**src/rtl/display_pkg.sv**
```systemverilog
// Shared display-pipeline constants: ordered-dither threshold table and the
// fixed pixel-path latency that downstream delay matching relies on.
package display_pkg;

  localparam int DISP_LAT = 2;

  // Entry [row*4+col]; listed high index first so BAYER4[0] is the top-left threshold.
  localparam logic [15:0][3:0] BAYER4 = {
    4'd5, 4'd13, 4'd7, 4'd15,
    4'd9, 4'd1,  4'd11, 4'd3,
    4'd6, 4'd14, 4'd4, 4'd12,
    4'd10, 4'd2, 4'd8, 4'd0
  };

  function automatic logic [3:0] bayer4_at(input logic [3:0] idx);
    return BAYER4[idx];
  endfunction

endpackage

```
**src/rtl/disp_colr_adapt_if.sv**
```systemverilog
// Pixel bus between the display pipeline and the colour adapter: input pixel
// stream (master drives) and the delay-matched converted stream (slave drives).
interface disp_colr_adapt_if #(
  parameter int CHANNELS = 3,
  parameter int BPC_IN   = 5,
  parameter int BPC_OUT  = 8
);
  logic                         in_de;
  logic                         in_hsync;
  logic                         in_vsync;
  logic                         in_frame;
  logic [CHANNELS*BPC_IN-1:0]   in_colr;
  logic                         out_de;
  logic                         out_hsync;
  logic                         out_vsync;
  logic [CHANNELS*BPC_OUT-1:0]  out_colr;

  modport master (
    output in_de, in_hsync, in_vsync, in_frame, in_colr,
    input  out_de, out_hsync, out_vsync, out_colr
  );

  modport slave (
    input  in_de, in_hsync, in_vsync, in_frame, in_colr,
    output out_de, out_hsync, out_vsync, out_colr
  );
endinterface

```
**src/rtl/disp_dither_pos.sv**
```systemverilog
// Screen-position tracker for ordered dither: 2-bit column/row/frame counters
// folded into a 4-bit Bayer table index for the pixel currently on the input.
module disp_dither_pos
  import display_pkg::*;
(
  input  logic       clk_pix,
  input  logic       rst_pix_n,
  input  logic       de_i,
  input  logic       frame_i,
  output logic [3:0] idx_o
);

  logic [1:0] x_q, x_d;
  logic [1:0] y_q, y_d;
  logic [1:0] f_q, f_d;
  logic       de_prev_q;
  logic       de_fall;

  always_ff @(posedge clk_pix) begin
    if (!rst_pix_n) begin
      x_q       <= 2'd0;
      y_q       <= 2'd0;
      f_q       <= 2'd0;
      de_prev_q <= 1'b0;
    end else begin
      x_q       <= x_d;
      y_q       <= y_d;
      f_q       <= f_d;
      de_prev_q <= de_i;
    end
  end

  assign de_fall = de_prev_q & ~de_i;

  // Frame start overrides the end-of-line row step.
  always_comb begin
    x_d = x_q;
    y_d = y_q;
    f_d = f_q;
    if (de_i) x_d = x_q + 2'd1;
    if (de_fall) begin
      x_d = 2'd0;
      y_d = y_q + 2'd1;
    end
    if (frame_i) begin
      x_d = 2'd0;
      y_d = 2'd0;
      f_d = f_q + 2'd1;
    end
  end

  assign idx_o = {y_q, x_q ^ f_q};

endmodule

```
**src/rtl/disp_colr_adapt.sv**
```systemverilog
// Colour depth adapter: replicate-expand or truncate/dither-reduce every channel,
// two-stage pipeline with matched syncs. Ordered dither built when DISP_DITHER_EN is defined.
module disp_colr_adapt
  import display_pkg::*;
#(
  parameter int CHANNELS = 3,
  parameter int BPC_IN   = 5,
  parameter int BPC_OUT  = 8
) (
  input  logic              clk_pix,
  input  logic              rst_pix_n,
  disp_colr_adapt_if.slave  bus
);

  localparam int WI  = CHANNELS * BPC_IN;
  localparam int WO  = CHANNELS * BPC_OUT;
  localparam int SBW = 3 * DISP_LAT;

  genvar gi, gb;

  logic [SBW-1:0] sb_q, sb_d;
  logic [WI-1:0]  colr1_q;
  logic [WO-1:0]  colr2_q, colr2_d;
  logic [WO-1:0]  conv;

  // Sideband shift line {de,hsync,vsync} per stage; bits [2:0] are stage 1.
  assign sb_d = {sb_q[SBW-4:0], bus.in_de, bus.in_hsync, bus.in_vsync};

  // Blanked pixels leave as zero no matter what colour arrived.
  assign colr2_d = sb_q[2] ? conv : '0;

  always_ff @(posedge clk_pix) begin
    if (!rst_pix_n) begin
      sb_q    <= '0;
      colr1_q <= '0;
      colr2_q <= '0;
    end else begin
      sb_q    <= sb_d;
      colr1_q <= bus.in_colr;
      colr2_q <= colr2_d;
    end
  end

`ifdef DISP_DITHER_EN
  logic [3:0] pos_idx;
  logic [3:0] t1_q;

  disp_dither_pos u_pos (
    .clk_pix   (clk_pix),
    .rst_pix_n (rst_pix_n),
    .de_i      (bus.in_de),
    .frame_i   (bus.in_frame),
    .idx_o     (pos_idx)
  );

  always_ff @(posedge clk_pix) begin
    if (!rst_pix_n) t1_q <= 4'd0;
    else            t1_q <= bayer4_at(pos_idx);
  end
`else
  logic unused_frame;
  assign unused_frame = bus.in_frame;
`endif

  generate
    if (BPC_OUT >= BPC_IN) begin : g_expand
      // Output bit gb takes input bit counted MSB-first, wrapping every BPC_IN bits.
      for (gi = 0; gi < CHANNELS; gi++) begin : g_ch
        for (gb = 0; gb < BPC_OUT; gb++) begin : g_bit
          assign conv[gi*BPC_OUT + gb] =
            colr1_q[gi*BPC_IN + BPC_IN - 1 - ((BPC_OUT - 1 - gb) % BPC_IN)];
        end
      end
`ifdef DISP_DITHER_EN
      logic unused_t;
      assign unused_t = ^t1_q;
`endif
    end else begin : g_reduce
      localparam int D = BPC_IN - BPC_OUT;
`ifdef DISP_DITHER_EN
      // Threshold aligned so its 4 bits span the D discarded LSBs.
      logic [BPC_IN:0] t_sc;
      for (gi = 0; gi <= BPC_IN; gi++) begin : g_tsc
        if ((gi + 4 - D >= 0) && (gi + 4 - D < 4)) begin : g_src
          assign t_sc[gi] = t1_q[gi + 4 - D];
        end else begin : g_zero
          assign t_sc[gi] = 1'b0;
        end
      end
      for (gi = 0; gi < CHANNELS; gi++) begin : g_ch
        logic [BPC_IN:0] sum;
        logic            unused_lsb;
        assign sum = {1'b0, colr1_q[gi*BPC_IN +: BPC_IN]} + t_sc;
        assign conv[gi*BPC_OUT +: BPC_OUT] =
          sum[BPC_IN] ? {BPC_OUT{1'b1}} : sum[BPC_IN-1 -: BPC_OUT];
        assign unused_lsb = ^sum[D-1:0];
      end
`else
      for (gi = 0; gi < CHANNELS; gi++) begin : g_ch
        logic unused_lsb;
        assign conv[gi*BPC_OUT +: BPC_OUT] = colr1_q[gi*BPC_IN + BPC_IN - 1 -: BPC_OUT];
        assign unused_lsb = ^colr1_q[gi*BPC_IN +: D];
      end
`endif
    end
  endgenerate

  assign bus.out_de    = sb_q[SBW-1];
  assign bus.out_hsync = sb_q[SBW-2];
  assign bus.out_vsync = sb_q[SBW-3];
  assign bus.out_colr  = colr2_q;

endmodule

```
**src/flat_wrapper.sv**
```systemverilog
// flat-port wrapper written by rule: the top's interface ports become plain ports
module disp_colr_adapt_flat import display_pkg::*;
#(
  parameter int CHANNELS = 3,
  parameter int BPC_IN   = 5,
  parameter int BPC_OUT  = 8
)
  (clk_pix, rst_pix_n, bus_in_de, bus_in_hsync, bus_in_vsync, bus_in_frame, bus_in_colr, bus_out_de, bus_out_hsync, bus_out_vsync, bus_out_colr);
  disp_colr_adapt_if #(.CHANNELS(CHANNELS), .BPC_IN(BPC_IN), .BPC_OUT(BPC_OUT)) bus_i ();
  input  logic clk_pix;
  input  logic rst_pix_n;
  input wire logic [$bits(bus_i.in_de)-1:0] bus_in_de;
  input wire logic [$bits(bus_i.in_hsync)-1:0] bus_in_hsync;
  input wire logic [$bits(bus_i.in_vsync)-1:0] bus_in_vsync;
  input wire logic [$bits(bus_i.in_frame)-1:0] bus_in_frame;
  input wire logic [$bits(bus_i.in_colr)-1:0] bus_in_colr;
  output wire logic [$bits(bus_i.out_de)-1:0] bus_out_de;
  output wire logic [$bits(bus_i.out_hsync)-1:0] bus_out_hsync;
  output wire logic [$bits(bus_i.out_vsync)-1:0] bus_out_vsync;
  output wire logic [$bits(bus_i.out_colr)-1:0] bus_out_colr;
  assign bus_i.in_de = bus_in_de;
  assign bus_i.in_hsync = bus_in_hsync;
  assign bus_i.in_vsync = bus_in_vsync;
  assign bus_i.in_frame = bus_in_frame;
  assign bus_i.in_colr = bus_in_colr;
  assign bus_out_de = bus_i.out_de;
  assign bus_out_hsync = bus_i.out_hsync;
  assign bus_out_vsync = bus_i.out_vsync;
  assign bus_out_colr = bus_i.out_colr;
  disp_colr_adapt #(.CHANNELS(CHANNELS), .BPC_IN(BPC_IN), .BPC_OUT(BPC_OUT)) u_core (.clk_pix(clk_pix), .rst_pix_n(rst_pix_n), .bus(bus_i));
endmodule
```
**config.mk**
```make
export PLATFORM = sky130hd
export DESIGN_NAME = disp_colr_adapt_flat
export DESIGN_NICKNAME = d
export VERILOG_FILES = /design/src/rtl/display_pkg.sv /design/src/rtl/disp_colr_adapt_if.sv /design/src/rtl/disp_dither_pos.sv /design/src/rtl/disp_colr_adapt.sv /design/src/flat_wrapper.sv
export SDC_FILE = /design/constraint.sdc
export NUM_CORES = 1
export LEC_CHECK = 0
export CAP_MARGIN = 20
export CORE_MARGIN = 3
export CORE_UTILIZATION = 42
export CTS_CLUSTER_DIAMETER = 60
export DETAILED_ROUTE_END_ITERATION = 10
export PLACE_DENSITY = 0.81
export SYNTH_ARGS = -nofsm -noshare
export SYNTH_HDL_FRONTEND = slang
export SYNTH_SLANG_ARGS = --single-unit
```
**constraint.sdc**
```tcl
create_clock -name clk_pix -period 1.7 [get_ports clk_pix]
set_input_delay 0.34 -clock clk_pix [delete_from_list [all_inputs] [get_ports clk_pix]]
set_output_delay 0.34 -clock clk_pix [all_outputs]
set_load 0.05 [all_outputs]
```
==> results of run 1 <==
stage by stage:
step | cell area (um^2) | setup WS [ns]
5_1_grt | 1450 | 0.423
3_3_place_gp | 1380 | 0.407
4_1_cts | 1450 | 0.456
3_5_place_dp | 1380 | 0.378
2_1_floorplan | 1040 | 0.466
6_report | 1450 | 0.481
synthesized netlist by cell type:
master | count | area [um^2]
and3_1 | 15 | 93.8
and2_1 | 21 | 131
dfxtp_1 | 36 | 721
buf_4 | 10 | 75.1
clkbuf_2 | 3 | 15.0
power breakdown:
part | internal (mW) | leakage (nW) | switching [mW]
clock | 0.234 | 0.0374 | 0.245
sequential | 0.874 | 0.296 | 0.0114
combinational | 0.0688 | 0.370 | 0.0663
total | 1.18 | 0.704 | 0.322
kinds of logic after synthesis:
family	synth area share [%]
buf+inv	8.70
simple gates	21.7
flops	69.6
area by class of cell:
| cell class | instances | share of cell area [%] |
|---|---|---|
| Sequential cell | 36 | 49.8 |
| Timing Repair Buffer | 47 | 27.7 |
| Multi-Input combinational cell | 36 | 15.6 |
| Clock buffer | 7 | 4.50 |
| Tap cell | 28 | 2.42 |
sequential cells by signal (all words and copies together) (netlist names):
name                 flops
u_core.bus.out_colr     15
u_core.colr1_q          15
u_core.sb_q              6
worst paths after layout:
check	cells after the start	endpoint	slack, ns
max	1	bus_out_colr[6]	0.48
min	1	u_core.sb_q[4]	0.45
max reg2reg	1	u_core.bus.out_colr[18]	0.83
min reg2reg	1	u_core.sb_q[4]	0.45
metal layers:
| metal | track usage (%) | vias to the layer above | share of wire [%] |
|---|---|---|---|
| met5 | 0 | - | 0 |
| met4 | 9.38 | 0 | 0.63 |
| met3 | 7.19 | 2 | 12 |
| met2 | 20.4 | 33 | 51 |
| met1 | 12.5 | 284 | 37 |
| li1 | - | 337 | - |
==> summary.txt, run 1 <==
CTS
  – Clock transition at path regs: 0.09 ns
  – CTS H-tree depth: 2
  – Inserted Clock Buffers: 5
  – Clk sinks: 36
  – Longest Clk Path Bufs: 2
  – Clk Latency, worst-skew pair: 0.32 ns
  – Hold-fix buffers, CTS: 0
  – Root Buffer: clkbuf_4
  – Post-CTS Setup Inserts: 0
  – CTS tree: done
  – Post-CTS sizing: 0

Detailed routing
  – DR iter-0 viols: 5
  – Final wirelength: 1760 um
  – Antenna viol nets, final: 0
  – Post-route DRC: 0
  – Detailed Routing Iterations Pass 1: 5
  – Via count: 656
  – Vias per cell: 4.26
  – DR WL/cell: 11.4 um

Synth
  – Mapped Area: 1040 um^2
  – Yosys warns: 0
  – Sequential share of the synthesized area: 69.6%
  – Synthesis-stage register bit count: 36
  – Synthesized Nets: 106
  – Yosys cell types: 5
  – Mapped Cells: 85
  – Mean Syn Cell Area: 12.2 um^2

Hold path
  – Hold path start: u_core.sb_q[1]
  – Hold Path Class: register to register

GRT
  – Pin count of the biggest net entering global routing: 37
  – Number of global-route vias before repair: 681
  – First-pass GRT wire length: 2970 um
  – Total gr overflow: 0
  – Initial antenna violation count: 0
  – Total GRT Usage: 12.9%

Pwr
  – Total power draw: 1.50 mW
  – Worst vdd ir: 686 uV
  – PD cells: 1040 nW/um^2
  – P_leak: 0.704 nW

STA
  – RSZ-0062 raised after global routing: no
  – F_max: 821 MHz
  – Final period utilization: 71.7%
  – # setup viols final: 0
  – Slew HR: 71.7%
  – Crit path time final: 1.22 ns
  – Fin Hold WS: 0.451 ns
  – Skew final: 0.00170 ns
  – Setup tns final: 0 ns
  – Slew @ Worst Pin: 0.425 ns
  – Max Slew Vio Count: 0
  – Final Hold Viols: 0

Finish
  – FF+latch area: 721 um^2
  – Finished Core Util: 63.6%
  – Layout fillers: 187
  – Most common cell after layout, fill and taps aside: dfxtp_1
  – Synth-to-Final Area Change: 39.6%
  – Antenna fix cells: 0
  – Multi-input gate area: 225 um^2
  – Ratio of cells with drive above 1 in the final layout: 27.8%
  – Commonest non-fill, non-tap cells in the layout: 36 x dfxtp_1, 28 x buf_4, 21 x and2_1
  – Fin cells: 154
  – Nets: 147

Critical path
  – Worst path bufs/invs: 1
  – Setup crit start kind: register
  – Delay-heaviest family, CP: flip-flops
  – Worst-path fanout max: 2
  – Crit path DAT: 0.88 ns
  – Critical-path top delay cell: dfxtp_1
  – Critical Path Source: u_core.bus.out_colr[6]
  – Crit Path Class: register to primary output
  – Critical Path Max Stage Delay: 0.35 ns
  – Worst path cell trace: buf_4
  – Worst R2R Start: u_core.sb_q[2]
  – WP data required: 1.36 ns
  – CP endpoint kind: primary output

Floorplan
  – Core area: 2280 um^2
  – Site Rows: 17
  – Full die area: 3100 um^2
  – Io pins: 48
  – Die X: 55.7 um
  – Die height: 55.7 um
  – Initial Util: 45.5%

Place
  – Gpl congestion: 0.629
  – Post-Place Cells: 147
  – Port-buffer cells: 46

Run
  – Max-cap viol count: 0

Outcome
  – Status: finished clean
Note: power is estimated with default switching activity, not from simulation.
==> run 2: changes to the inputs <==
CORE_UTILIZATION = 39   (was 42)
PLACE_DENSITY = 0.76   (was 0.81)
clock period = 1.21 ns   (was 1.7 ns; I/O delays follow)
==> run 2 against run 1 <==
Effect of this change: final area rose by 25%; global-route usage fell by 0.13 points; wire length rose by 2.6%; flip-flop and latch count did not move; via count rose by 0.76%; die area rose by 6.9%; clock power rose by 39%; utilization rose by 8.9 points; non-clock buffer count did not move; sequential power rose by 41%; combinational power rose by 76%; critical path depth did not move; critical path type unchanged; critical endpoint is now bus_out_colr[8]; largest power group unchanged.
==> summary.txt, run 2 (synthesis gave the netlist of run 1 again) <==
Detailed routing
  – Antenna viol nets, final: 0
  – DR WL/cell: 11.6 um
  – Via count: 661
  – DR iter-0 viols: 13
  – Final wirelength: 1810 um
  – Vias per cell: 4.24
  – Detailed Routing Iterations Pass 1: 2
  – Post-route DRC: 0

STA
  – Final Hold Viols: 0
  – Setup tns final: 0 ns
  – Max Slew Vio Count: 0
  – # setup viols final: 0
  – Skew final: 0.00775 ns
  – Slew HR: 74.4%
  – F_max: 908 MHz
  – Crit path time final: 1.10 ns
  – Fin Hold WS: 0.450 ns
  – RSZ-0062 raised after global routing: no
  – Slew @ Worst Pin: 0.383 ns
  – Final period utilization: 91.0%

Floorplan
  – Die height: 57.5 um
  – Site Rows: 18
  – Full die area: 3310 um^2
  – Core area: 2500 um^2
  – Initial Util: 41.4%
  – Die X: 57.5 um
  – Io pins: 48

Finish
  – Nets: 147
  – FF+latch area: 732 um^2
  – Ratio of cells with drive above 1 in the final layout: 34.9%
  – Commonest non-fill, non-tap cells in the layout: 28 x buf_12, 27 x dfxtp_1, 21 x and2_1
  – Fin cells: 156
  – Layout fillers: 171
  – Antenna fix cells: 0
  – Multi-input gate area: 225 um^2
  – Synth-to-Final Area Change: 74.8%
  – Design area: 1810 um^2
  – Most common cell after layout, fill and taps aside: buf_12

Hold path
  – Hold Path Class: register to register
  – WHS Path Cells: 1
  – Hold path endpoint: u_core.sb_q[4]
  – Hold path start: u_core.sb_q[1]

GRT
  – GRT met1 Usage: 12.3%
  – Initial antenna violation count: 0
  – Pin count of the biggest net entering global routing: 37
  – Number of global-route vias before repair: 660
  – Total GRT Usage: 12.8%
  – Grt peak-use layer: met2
  – Total gr overflow: 0
  – M3 GR Usage: 7.47%
  – GR Layer Usage met2: 21.1%
  – First-pass GRT wire length: 3040 um

Pwr
  – Total power draw: 2.16 mW
  – Worst vdd ir: 897 uV
  – P_leak: 0.789 nW
  – PD cells: 1190 nW/um^2

CTS
  – Root Buffer: clkbuf_4
  – CTS H-tree depth: 2
  – Hold-fix buffers, CTS: 0
  – Longest Clk Path Bufs: 2
  – Clk Latency, worst-skew pair: 0.32 ns
  – Inserted Clock Buffers: 5
  – Clk sinks: 36
  – Post-CTS Setup Inserts: 0
  – Clock transition at path regs: 0.10 ns
  – CTS tree: done

Outcome
  – Status: finished clean

Critical path
  – Worst R2R Start: u_core.sb_q[2]
  – Critical Path Max Stage Delay: 0.39 ns
  – Worst path cell trace: buf_12
  – Reg2reg path depth: 1
  – Crit Path Class: register to primary output
  – CP endpoint kind: primary output
  – Delay-heaviest family, CP: flip-flops
  – R2r endpoint: u_core.bus.out_colr[22]
  – Critical-path top delay cell: dfxtp_2
  – Worst path bufs/invs: 1
  – WP data required: 0.97 ns
  – Setup crit start kind: register
  – Crit path DAT: 0.86 ns
  – Worst-path fanout max: 2
  – Flop-to-flop setup slack: 0.37 ns

Place
  – Port-buffer cells: 46
  – HPWL reported at the end of detailed placement: 1410 um
  – Post-Place Cells: 149
  – Gpl congestion: 0.626
  – DP Area: 1730 um^2

Run
  – Max-cap viol count: 0
[run 2: cell counts in the layout (fill, tap and decap cells not counted)]
No cell type changed its count.
[run 2: layout make-up]
| class | instances | share of cell area (%) |
|---|---|---|
| clock buffer | 7 | 3.59 |
| timing repair buffer | 47 | 41.5 |
| tap | 30 | 2.07 |
| multi-input combinational | 36 | 12.4 |
| sequential | 36 | 40.4 |
[run 2: timing repair]
item                                    CTS  global route
endpoints found under the setup margin    2            16
hold endpoints to repair                  0             0
resized for setup                         1             8
[run 2: worst max path at each step]
stage | slack, ns | cells after the start | endpoint | startpoint
2_1_floorplan | 0.07 | 1 | bus_out_colr[13] | u_core.bus.out_colr[13]
3_3_place_gp | 0.07 | 3 | u_core.bus.out_colr[5] | rst_pix_n
3_5_place_dp | 0.05 | 3 | u_core.bus.out_colr[22] | rst_pix_n
4_1_cts | 0.01 | 1 | bus_out_colr[5] | u_core.bus.out_colr[5]
5_1_grt | 0.05 | 1 | bus_out_colr[8] | u_core.bus.out_colr[13]
6_report | 0.11 | 1 | bus_out_colr[8] | u_core.bus.out_colr[13]
[run 2: routing by layer]
metal  part of all wire, %  wire, um  up-vias
met5                     0         0        -
met1                    37       661      287
met2                    52       942       31
li1                      -         -      339
met3                   9.3       168        4
met4                   1.8        32        0
[run 2: where the power goes]
group / switching [mW] / internal [mW]
clock network: 0.336 / 0.329
logic: 0.0940 / 0.143
registers: 0.0257 / 1.23
[run 2: metrics by stage]
stage,worst slack [ns],utilization [%]
2_1_floorplan,0.0737,-
3_3_place_gp,0.0724,69.4
3_5_place_dp,0.0529,69.4
4_1_cts,0.0150,72.0
5_1_grt,0.0513,72.4
6_report,0.109,72.4
==> run 3: changes to the inputs <==
CORE_UTILIZATION = 42   (was 39)
PLACE_DENSITY = 0.81   (was 0.76)
clock period = 1.27 ns   (was 1.21 ns; I/O delays follow)
==> run 3 against run 2 <==
Effect of this change: sequential power down 5%; utilization up 6.2 points; final area down 1.2%; largest cell class unchanged; critical path depth unchanged; clock skew up 0.0016 ns; count of clock-buffer cells in the layout unchanged; non-clock buffer count up 1.
==> summary.txt, run 3 (synthesis gave the netlist of run 1 again) <==
Finish
  – Multi-input gate area: 225 um^2
  – Commonest non-fill, non-tap cells in the layout: 36 x dfxtp_1, 27 x buf_12, 21 x and2_1
  – Most common cell after layout, fill and taps aside: dfxtp_1
  – Design area: 1790 um^2
  – Ratio of cells with drive above 1 in the final layout: 28.1%
  – Antenna fix cells: 0
  – FF+latch area: 721 um^2
  – Finished Core Util: 78.6%
  – Fin cells: 156
  – Layout fillers: 135
  – Nets: 148
  – Synth-to-Final Area Change: 72.7%

Critical path
  – Critical-path top delay cell: dfxtp_1
  – CP Depth: 1
  – Critical Path Source: u_core.bus.out_colr[13]
  – CP endpoint kind: primary output
  – Worst path cell trace: buf_12
  – WP data required: 1.02 ns
  – Critical Path Max Stage Delay: 0.45 ns
  – Setup crit start kind: register
  – Worst-path fanout max: 2
  – Worst path bufs/invs: 1
  – Reg2reg path depth: 1
  – Delay-heaviest family, CP: flip-flops
  – Critical Path End: bus_out_colr[8]
  – Crit Path Class: register to primary output
  – R2r endpoint: u_core.bus.out_colr[20]
  – Worst R2R Start: u_core.sb_q[2]
  – Flop-to-flop setup slack: 0.44 ns
  – Crit path DAT: 0.95 ns

CTS
  – Longest Clk Path Bufs: 2
  – Clk Latency, worst-skew pair: 0.33 ns
  – Post-CTS Setup Inserts: 0
  – Root Buffer: clkbuf_4
  – Hold-fix buffers, CTS: 0
  – Inserted Clock Buffers: 5
  – CTS tree: done
  – Clock transition at path regs: 0.10 ns
  – Clk sinks: 36
  – CTS H-tree depth: 2
  – Post-CTS sizing: 0

Place
  – HPWL reported at the end of detailed placement: 1510 um
  – Post-Place Cells: 148
  – Port-buffer cells: 46
  – Gpl congestion: 0.651
  – DP Area: 1730 um^2

Pwr
  – P_leak: 0.779 nW
  – Sequential Power Share: 58.8%
  – Switch share: 22.5%
  – Switching pwr: 457 uW
  – Int Power: 1.57 mW
  – PD cells: 1140 nW/um^2
  – Worst vdd ir: 958 uV
  – Clk network pwr share: 30.2%
  – Comb pwr share: 11.0%

GRT
  – First-pass GRT wire length: 3110 um
  – Number of global-route vias before repair: 721
  – Total gr overflow: 0
  – Pin count of the biggest net entering global routing: 19
  – Initial antenna violation count: 0
  – Total GRT Usage: 13.2%

STA
  – F_max: 828 MHz
  – Setup tns final: 0 ns
  – Final period utilization: 95.1%
  – # setup viols final: 0
  – Slew HR: 74.6%
  – Final Hold Viols: 0
  – Skew final: 0.00939 ns
  – RSZ-0062 raised after global routing: no
  – Max Slew Vio Count: 0
  – Crit path time final: 1.21 ns
  – Slew @ Worst Pin: 0.381 ns

Hold path
  – Hold Path Class: register to register

Floorplan
  – Site Rows: 17
  – Die X: 55.7 um
  – Full die area: 3100 um^2
  – Core area: 2280 um^2
  – Initial Util: 45.5%
  – Io pins: 48
  – Die height: 55.7 um

Detailed routing
  – Via count: 687
  – DR iter-0 viols: 6
  – Vias per cell: 4.40
  – Detailed Routing Iterations Pass 1: 4
  – DR WL/cell: 11.9 um
  – Final wirelength: 1860 um
  – Post-route DRC: 0
  – Antenna viol nets, final: 0

Run
  – Max-cap viol count: 0

Outcome
  – Status: finished clean
[run 3: cell types whose count changed in the layout (fill, tap and decap cells not counted), sizes merged]
cell	previous run	this run
clkinvlp	0	1
buf	28	29
[run 3: per-stage QoR]
stage	hold WS [ns]	setup slack [ns]	power (mW)
after floorplan	0.376	0.122	1.31
after global placement	0.419	0.129	1.44
after detailed placement	0.426	0.0878	1.45
after CTS	0.456	0.0421	2.06
after global routing	0.469	0.0101	2.13
final	0.448	0.0622	2.03
[run 3: worst min path at each step]
stage / cells after the start / start / end / slack (ns)
floorplan: 1 / bus_in_colr[13] / u_core.colr1_q[13] / 0.38
global placement: 1 / u_core.sb_q[1] / u_core.sb_q[4] / 0.42
detailed placement: 1 / u_core.sb_q[0] / u_core.sb_q[3] / 0.43
CTS: 1 / u_core.sb_q[0] / u_core.sb_q[3] / 0.46
global route: 1 / u_core.sb_q[0] / u_core.sb_q[3] / 0.47
finish: 1 / u_core.sb_q[0] / u_core.sb_q[3] / 0.45
[run 3: layout make-up]
type / instances / area share (%)
timing repair buffer: 48 / 41.7
multi-input combinational: 36 / 12.6
clock inverter: 1 / 0.420
sequential: 36 / 40.3
clock buffer: 7 / 3.08
tap: 28 / 1.96
[run 3: routing by layer]
metal / wire length, um / track usage (%)
met1: 611 / 11.8
met2: 1060 / 24.0
met3: 161 / 6.03
met4: 29 / 7.29
met5: 0 / 0
[run 3: power groups by stage]
stage	combinational [mW]	clock (mW)	sequential (mW)
2_1_floorplan	0.0620	0	1.25
3_3_place_gp	0.221	0	1.22
3_5_place_dp	0.225	0	1.22
4_1_cts	0.227	0.642	1.20
5_1_grt	0.237	0.691	1.20
6_report	0.224	0.614	1.19
